### config.mk
export PLATFORM = sky130hd
export DESIGN_NAME = mini_arith_pipe
export DESIGN_NICKNAME = d
export VERILOG_FILES = /design/src/rtl/mini_arith_pipe.sv
export SDC_FILE = /design/constraint.sdc
export NUM_CORES = 1
export LEC_CHECK = 0
export CORE_MARGIN = 4
export CORE_UTILIZATION = 45
export CTS_CLUSTER_SIZE = 12
export DETAILED_ROUTE_END_ITERATION = 10
export PLACE_DENSITY = 0.77
export SYNTH_ARGS = -nofsm -noshare
export SYNTH_HDL_FRONTEND = slang
export SYNTH_SLANG_ARGS = --single-unit
export TNS_END_PERCENT = 20
### constraint.sdc
create_clock -name clk -period 3 [get_ports clk]
set_input_delay 0.3 -clock clk [delete_from_list [all_inputs] [get_ports clk]]
set_output_delay 0.3 -clock clk [all_outputs]
set_load 0.01 [all_outputs]
### src/rtl/mini_arith_pipe.sv
// Two-stage add/sub pipeline with a chaining accumulator and N/Z/C/V flags.
// Latency: 2 cycles from acceptance to out_valid; throughput 1 per cycle.
// Backpressure: out_ready=0 stalls stage 2, then stage 1; in_ready drops only when both are full.
module mini_arith_pipe #(
    parameter int WIDTH = 8
) (
    input  logic             clk,
    input  logic             rst,
    input  logic [1:0]       s,
    input  logic [WIDTH-1:0] a,
    input  logic [WIDTH-1:0] b,
    input  logic             acc_sel,
    input  logic             acc_clr,
    input  logic             in_valid,
    output logic             in_ready,
    output logic             out_valid,
    input  logic             out_ready,
    output logic [WIDTH-1:0] result,
    output logic             carry,
    output logic             zero,
    output logic             neg,
    output logic             ovf
);

    typedef struct packed {
        logic [WIDTH-1:0] res;
        logic             carry;
        logic             zero;
        logic             neg;
        logic             ovf;
    } res_t;

    logic [WIDTH-1:0] acc;
    logic [WIDTH-1:0] a_sel;
    logic [WIDTH-1:0] a_op;
    logic [WIDTH-1:0] g_op;
    logic             cin;
    logic [WIDTH:0]   sum;
    res_t             calc_dat;
    res_t             s1_dat;
    res_t             s2_dat;
    logic             s1_vld;
    logic             s2_vld;
    logic             accept;
    logic             s2_ld;

    // All four operations collapse onto one adder: a-1 = a+~0, a-b = a+~b+1, -b = 0+~b+1.
    always_comb begin
        a_sel = acc_sel ? acc : a;
        a_op  = (s == 2'b11) ? '0 : a_sel;
        case (s)
            2'b00:   g_op = '1;
            2'b01:   g_op = b;
            default: g_op = ~b;
        endcase
        cin = s[1];
        sum = {1'b0, a_op} + {1'b0, g_op} + {{WIDTH{1'b0}}, cin};

        calc_dat.res   = sum[WIDTH-1:0];
        calc_dat.carry = sum[WIDTH];
        calc_dat.zero  = (sum[WIDTH-1:0] == '0);
        calc_dat.neg   = sum[WIDTH-1];
        calc_dat.ovf   = (a_op[WIDTH-1] == g_op[WIDTH-1]) && (sum[WIDTH-1] != a_op[WIDTH-1]);
    end

    assign s2_ld    = (!s2_vld || out_ready) && s1_vld;
    assign in_ready = !s1_vld || !s2_vld || out_ready;
    assign accept   = in_valid && in_ready;

    // Accumulator update on acceptance wins over clear, so the op sees the pre-clear value.
    always_ff @(posedge clk or posedge rst) begin
        if (rst) begin
            acc <= '0;
        end else if (accept) begin
            acc <= calc_dat.res;
        end else if (acc_clr) begin
            acc <= '0;
        end
    end

    always_ff @(posedge clk or posedge rst) begin
        if (rst) begin
            s1_vld <= 1'b0;
            s1_dat <= '0;
        end else if (accept) begin
            s1_vld <= 1'b1;
            s1_dat <= calc_dat;
        end else if (s2_ld) begin
            s1_vld <= 1'b0;
        end
    end

    always_ff @(posedge clk or posedge rst) begin
        if (rst) begin
            s2_vld <= 1'b0;
            s2_dat <= '0;
        end else if (s2_ld) begin
            s2_vld <= 1'b1;
            s2_dat <= s1_dat;
        end else if (out_ready) begin
            s2_vld <= 1'b0;
        end
    end

    assign out_valid = s2_vld;
    assign result    = s2_dat.res;
    assign carry     = s2_dat.carry;
    assign zero      = s2_dat.zero;
    assign neg       = s2_dat.neg;
    assign ovf       = s2_dat.ovf;

endmodule

# Yosys cells after proc, flatten, opt, wreduce, memory -nomap -nowiden
# Index checks and enable logic that the tools add are counted.
# op_classes
add_sub_neg,2
n_eq_ne,4
mux,9
bitwise_logic,1
reduce_logical,13
# ops
cell,n
$mux W8,4
$pmux W8 S2,1
$add A8 B8 Y9,1
$add A9 B1 Y9,1
$logic_not A8 Y1,1
$not A8 Y8,1
$reduce_bool A2 Y1,3
$mux W1,4
$logic_and A1 B1 Y1,3
$logic_or A1 B1 Y1,3
$eq A2 B1 Y1 const B,1
$eq A2 B2 Y1 const B,1
$logic_not A1 Y1,2
$logic_not A2 Y1,1
$eq A1 B1 Y1,1
$ne A1 B1 Y1,1
# totals
ff_bits,34
output_inout_bits,14
word_cells,42

# Logic depth before layout (Yosys ltp)
# Gate-level depths: netlist of run 1.
# logic_depth
word_depth,6
depth_mapped,12

# Least setup slack after synthesis of run 1
# OpenSTA, ideal clock, no wires.
# synth_timing
kind,input to register
startpoint,input s[1]
endpoint,register s1_dat[2] (netlist bit)
setup_ps,122
arrival_time_ps,2884
slack_ps,-5
path_stages,12
path_buffers,2
cell_sequence,clkbuf_1 and2_1 clkbuf_1 or2_2 fa_1 inv_1 fa_1 a211o_1 a211o_1 a211oi_2 a2111oi_2 a32o_1
# synth_between
elab_chain_len,5
# synth_rtl
item,line,source
start: declaration,9,"input logic [1:0] s,"
"$eq A2 B1 Y1, or another cell as far along",51,case (s)
$pmux W8 S2 / $mux W8 (equally long branches),"51, 50",
$add A8 B8 Y9,57,"sum = {1'b0, a_op} + {1'b0, g_op} + {{WIDTH{1'b0}}, cin};"
$add A9 B1 Y9 *,57,
$logic_not A8 Y1 *,61,calc_dat.zero = (sum[WIDTH-1:0] == '0);
end signal: assignment,87,s1_dat <= calc_dat;
end: declaration,40,res_t s1_dat;
# Every way passes the cells marked *; elsewhere a longest branch is shown, timed or not.
# A chain may end at the register's enable or synchronous reset.

# Worst setup path after layout of run 1
# Same ends and word-level chain as after synthesis.

==> results of run 1 <==
==> power breakdown <==
group / switching [W] / internal, W
clock: 0.000145 / 0.000157
sequential: 0.0000705 / 0.000568
combinational: 0.000300 / 0.000370
==> worst min path at each step <==
| stage | startpoint | end | depth (start not counted) |
|---|---|---|---|
| final | rst | out_valid | 3 |
| after global routing | rst | result[7] | 3 |
| after global placement | s1_dat[9] | s1_dat[9] | 1 |
| after CTS | rst | acc[7] | 3 |
| after floorplan | in_valid | s1_vld | 1 |
| after detailed placement | s1_dat[10] | s1_dat[10] | 2 |
==> through the flow <==
| stage | worst slack [ps] | setup TNS (ps) | utilization | std cells |
|---|---|---|---|---|
| after floorplan | 104 | 0 | - | 179 |
| after global placement | -48.1 | -48.1 | 0.611 | 270 |
| after detailed placement | -165 | -428 | 0.611 | 270 |
| after CTS | 129 | 0 | 0.632 | 277 |
| after global routing | -23.4 | -23.4 | 0.635 | 277 |
| final | 197 | 0 | 0.635 | 277 |
==> cells in the mapped netlist (2+ instances only) <==
cell type  number
mux2i_1         8
xnor2_1         3
o21ai_1         2
inv_1           6
nand2_1        28
a211o_1         2
nor2b_1         2
a21oi_1         9
a21o_1          3
o21ai_0         7
and2_1          2
fa_1            2
nor3_1          3
nand3b_1        2
nand2b_1        4
nor2_1         17
a2111oi_2       2
clkbuf_1        5
o21a_1          2
dfrtp_1        32
mux2_2         12
a211oi_1        2
ha_1            7
==> flip-flops by register name (all words and copies together), names as in the netlist <==
signal / flops
acc: 8
s1_vld: 1
zero: 1
s1_dat: 11
result: 8
carry: 1
ovf: 1
out_valid: 1
==> logic make-up after synthesis <==
kind of cell / share of synthesized area
buffers and inverters: 0.0300
AO/OA/AOI/OAI: 0.153
multiplexers: 0.120
flip-flops: 0.447
AND/OR/NAND/NOR: 0.164
XOR/XNOR: 0.0147
adder cells (fa/ha/maj): 0.0713
==> area by class of cell <==
type | count | area (sq um)
clock buffers | 6 | 72.6
well taps | 48 | 60.1
inverters | 6 | 22.5
repair buffers | 50 | 468
multi-input cells | 134 | 948
clock inverters | 1 | 5.00
flip-flops and latches | 32 | 801
fillers | 349 | 1370
==> routing by layer <==
metal  routed length (um)  GRT usage
met1                 1730      0.207
met2                 1860      0.239
met3                  142     0.0284
met4                   76     0.0898
met5                    0          0
==> timing repair <==
action / 4_1_cts / 5_1_grt
resized for setup: 0 / 1
endpoints found under the setup margin: 0 / 1
buffers inserted: 0 / 0
==> critical path, cell delays in order <==
cell and delay [ps]:
clkdlybuf4s50_1 450, inv_1 90, nand2_1 60, o21ai_0 210, fa_1 240, inv_1 60
fa_1 380, a211o_1 340, a211o_1 310, a211oi_2 260, a2111oi_2 60, a32o_1 230
==> flow_summary.yaml, run 1 <==
run_status:
  run_status: "finished, final reports clean"
min_path:
  holdCritPathClass: "input pin to asynchronous set/reset pin"
sta:
  finalHoldWorstSlack_ps: 400
  slew_headroom: 0.623
  finalCritPeriodShare: 0.934
  number_of_endpoints_with_negative_hold_slack_in_the_final_report: 0
  maxClockFrequency_ghz: 0.357
  finalCriticalPeriod_ps: 2800
  clock_skew_ps: 5.39
  final-max-slew-violation-count: 0
  worst_slew_pin_slew_ps: 564
  setup_viol: 0
critical_path:
  worstPathRequired_ps: 3170
  cp_data_arrival_time_ps: 2970
  r2r-start: "acc[0]"
  ff2ff_setup_slack_ps: 400
  setup.worst_path.start: "s[1]"
  worstSetupEndpoint: "s1_dat[2]"
  worst_setup_sp_type: "input pin"
  rr_worst_depth: 10
  critical_path.max_fanout: 4
  worst_r2r_endpoint: "s1_dat[2]"
  timing_worst_setup_path_type: "input pin to flip-flop"
  worst_setup_path_end_kind: "flip-flop"
layout:
  layout.cells.most_common_list: "clkdlybuf4s50_1, dfrtp_1, nand2_1"
  antenna_cells: 0
  fin_nets: 262
  mostFrequentLayoutCell: "clkdlybuf4s50_1"
  fin_area_sq_um: 2380
  layout-area-overhead-vs-synth_pct: 32.8
  drive_gt1_frac: 0.157
grt:
  grt_pass1_vias: 1354
  globalRouteTotalUtil: 0.156
  grt_max_degree: 33
  number_of_antenna_violations_at_the_first_check_in_global_routing: 0
  grt_first_pass_wirelength_mm: 6.24
  grt.overflow.total: 0
clocking:
  tritoncts: "yes"
  post_cts_hold_buffer_count: 0
  h-tree-depth: 2
  cts_root_buffer: "clkbuf_8"
  cts_buffers: 5
  ctsLongestPathBuffers: 2
  cts.sinks: 32
  worst_skew_pair.late_latency_ps: 280
  path_clk_slew_ps: 60
synth:
  post_synth_num_cell_types: 40
  ys_dominant_reg_cell: "dfrtp_1"
  number_of_flops_mapped_to_enable_cells_by_yosys: 0
  synth.top_cell.area_share: 0.447
  async_reset_ff_frac: 1.00
  postSynthAreaPerCell_sq_um: 10.0
  synthesized_cell_area_sq_um: 1790
  synthTopCellsByArea: "dfrtp_1, mux2_2, nand2_1"
  synth_seq_area_share: 0.447
  synth_area_leader_cell: "dfrtp_1"
  syn-instance-count: 179
  yosys_register_bits: 32
  syn_nets: 212
  synth.yosys.warnings: 0
power:
  vdd_ir_drop_max_uv: 235
  total_power_w: 0.00161
  power.density_cell_area_nw_per_um2: 678
  p_leak_nw: 1.12
placed_design:
  routabilityCongestion: 0.857
  half_perimeter_wire_length_of_the_detailed_placement_result_mm: 2.91
  placed_area_sq_um: 2290
  port-buffer-count: 37
routing:
  initialDrtViolationCount: 106
  postRouteAntennaNets: 0
  wl_mm: 3.80
  avgRoutedWirePerCell_um: 13.7
  firstDrtPassIters: 4
  post-route-drc-count: 0
  route.detailed.vias_per_inst: 5.22
  via_count: 1445
floorplan:
  start_util: 0.478
  pin_count: 38
  die_area_sq_um: 5050
  design.core.area_sq_um: 3740
  die_w_um: 71.1
  die_ht_um: 71.1
  rows: 22
run:
  max_cap_violations: 0
Note: power is estimated with default switching activity, not from simulation.
==> inputs of run 2 (changes only) <==
- CELL_PAD_IN_SITES_DETAIL_PLACEMENT: not set -> 1
- CELL_PAD_IN_SITES_GLOBAL_PLACEMENT: not set -> 1
- CORE_UTILIZATION: 45 -> 39
- PLACE_DENSITY: 0.77 -> 0.85
- SETUP_SLACK_MARGIN: not set -> 0.4
==> flow_summary.yaml, run 2 (same netlist as run 1, synthesis figures left out) <==
critical_path:
  r2r-start: "acc[0]"
  timing_worst_setup_path_type: "input pin to flip-flop"
  critical_path.max_fanout: 3
  worst_setup_path_end_kind: "flip-flop"
  rr_worst_depth: 10
  worst_r2r_endpoint: "s1_dat[2]"
  worst_setup_sp_type: "input pin"
  ff2ff_setup_slack_ps: 380
  cp_data_arrival_time_ps: 2800
  worstPathRequired_ps: 3170
clocking:
  ctsLongestPathBuffers: 2
  cts.sinks: 32
  h-tree-depth: 2
  tritoncts: "yes"
  worst_skew_pair.late_latency_ps: 280
  cts_root_buffer: "clkbuf_8"
  post_cts_hold_buffer_count: 0
  cts_buffers: 5
  path_clk_slew_ps: 60
  postCtsSetupBuffers: 0
grt:
  grt_pass1_vias: 1501
  grt_first_pass_wirelength_mm: 6.91
  grt.overflow.total: 0
  grt_max_degree: 33
  globalRouteTotalUtil: 0.160
  number_of_antenna_violations_at_the_first_check_in_global_routing: 0
routing:
  via_count: 1430
  avgRoutedWirePerCell_um: 14.7
  wl_mm: 4.08
  initialDrtViolationCount: 52
  postRouteAntennaNets: 0
  firstDrtPassIters: 4
  route.detailed.vias_per_inst: 5.16
  post-route-drc-count: 0
layout:
  regMostFlops: "s1_dat"
  fin_nets: 258
  fillCellCount: 508
  fin_area_sq_um: 2360
  mostFrequentLayoutCell: "clkdlybuf4s50_1"
  layout.cells.most_common_list: "clkdlybuf4s50_1, dfrtp_1, nand2_1"
  finish.utilization: 0.539
  layout-area-overhead-vs-synth_pct: 32.1
  largest_reg_flops: 11
  antenna_cells: 0
  drive_gt1_frac: 0.169
sta:
  setup_viol: 0
  number_of_endpoints_with_negative_hold_slack_in_the_final_report: 0
  slew_headroom: 0.602
  setup_tns_ps: 0
  maxClockFrequency_ghz: 0.380
  finalCritPeriodShare: 0.878
  final-max-slew-violation-count: 0
  rsz0062_at_grt: "true"
  worst_slew_pin_slew_ps: 595
  finalCriticalPeriod_ps: 2630
  clock_skew_ps: 5.67
run:
  max_cap_violations: 0
placed_design:
  placed_area_sq_um: 2270
  half_perimeter_wire_length_of_the_detailed_placement_result_mm: 3.29
  port-buffer-count: 37
  routabilityCongestion: 0.735
power:
  power.density_cell_area_nw_per_um2: 683
  p_leak_nw: 1.10
  vdd_ir_drop_max_uv: 239
floorplan:
  start_util: 0.408
  die_w_um: 75.8
  design.core.area_sq_um: 4380
  die_ht_um: 75.8
  pin_count: 38
  rows: 24
  die_area_sq_um: 5740
min_path:
  holdCritPathClass: "input pin to asynchronous set/reset pin"
run_status:
  run_status: "finished, final reports clean"
-- run 2: final cells by class --
class	count	area [sq um]	share of cell area
multi-input combinational	134	965	0.408
sequential	32	801	0.339
timing repair buffer	46	434	0.184
clock buffer	6	72.6	0.0307
tap	52	65.1	0.0275
inverter	6	22.5	0.00952
clock inverter	1	5.00	0.00212
-- run 2: how the worst max path moves through the flow --
stage	endpoint	startpoint	slack, ps
final	s1_dat[2]	b[0]	370
after CTS	s1_dat[2]	acc[0]	320
after detailed placement	acc[6]	s[1]	-50
after floorplan	s1_dat[2]	s[1]	340
after global routing	s1_dat[2]	b[0]	250
after global placement	s1_dat[2]	s[1]	60
-- run 2: timing repair --
action | in CTS | in global routing
setup endpoints to repair | 4 | 4
pin swaps | 4 | 1
gates resized for setup | 9 | 0
-- run 2: routing by layer --
metal,track usage,up-vias,share of wire
li1,-,712,-
met1,0.201,687,0.46
met2,0.264,26,0.49
met3,0.0290,5,0.035
met4,0.0757,0,0.016
met5,0,-,0
-- run 2: per-stage QoR --
stage	power, W	setup slack, ps	cells	hold WS, ps
CTS	0.00164	321	277	413
floorplan	0.00104	343	179	408
global placement	0.00129	63.4	270	459
finish	0.00161	367	277	412
detailed placement	0.00132	-53.2	270	472
global route	0.00173	248	277	458
-- run 2: where the power goes --
| group | switching (W) | total (W) | internal, W | leakage, nW |
|---|---|---|---|---|
| sequential | 0.0000702 | 0.000638 | 0.000568 | 0.397 |
| combinational | 0.000311 | 0.000674 | 0.000363 | 0.663 |
| clock | 0.000144 | 0.000302 | 0.000157 | 0.0410 |
| total | 0.000525 | 0.00161 | 0.00109 | 1.10 |
-- run 2: worst max-delay path, stage by stage --
cell and delay, ps:
clkdlybuf4s50_1 490, nand2_1 70, o21ai_2 80, fa_2 220, inv_1 50, fa_2 340
a211o_1 370, a211o_1 350, a211oi_2 250, a2111oi_2 60, a32o_1 230
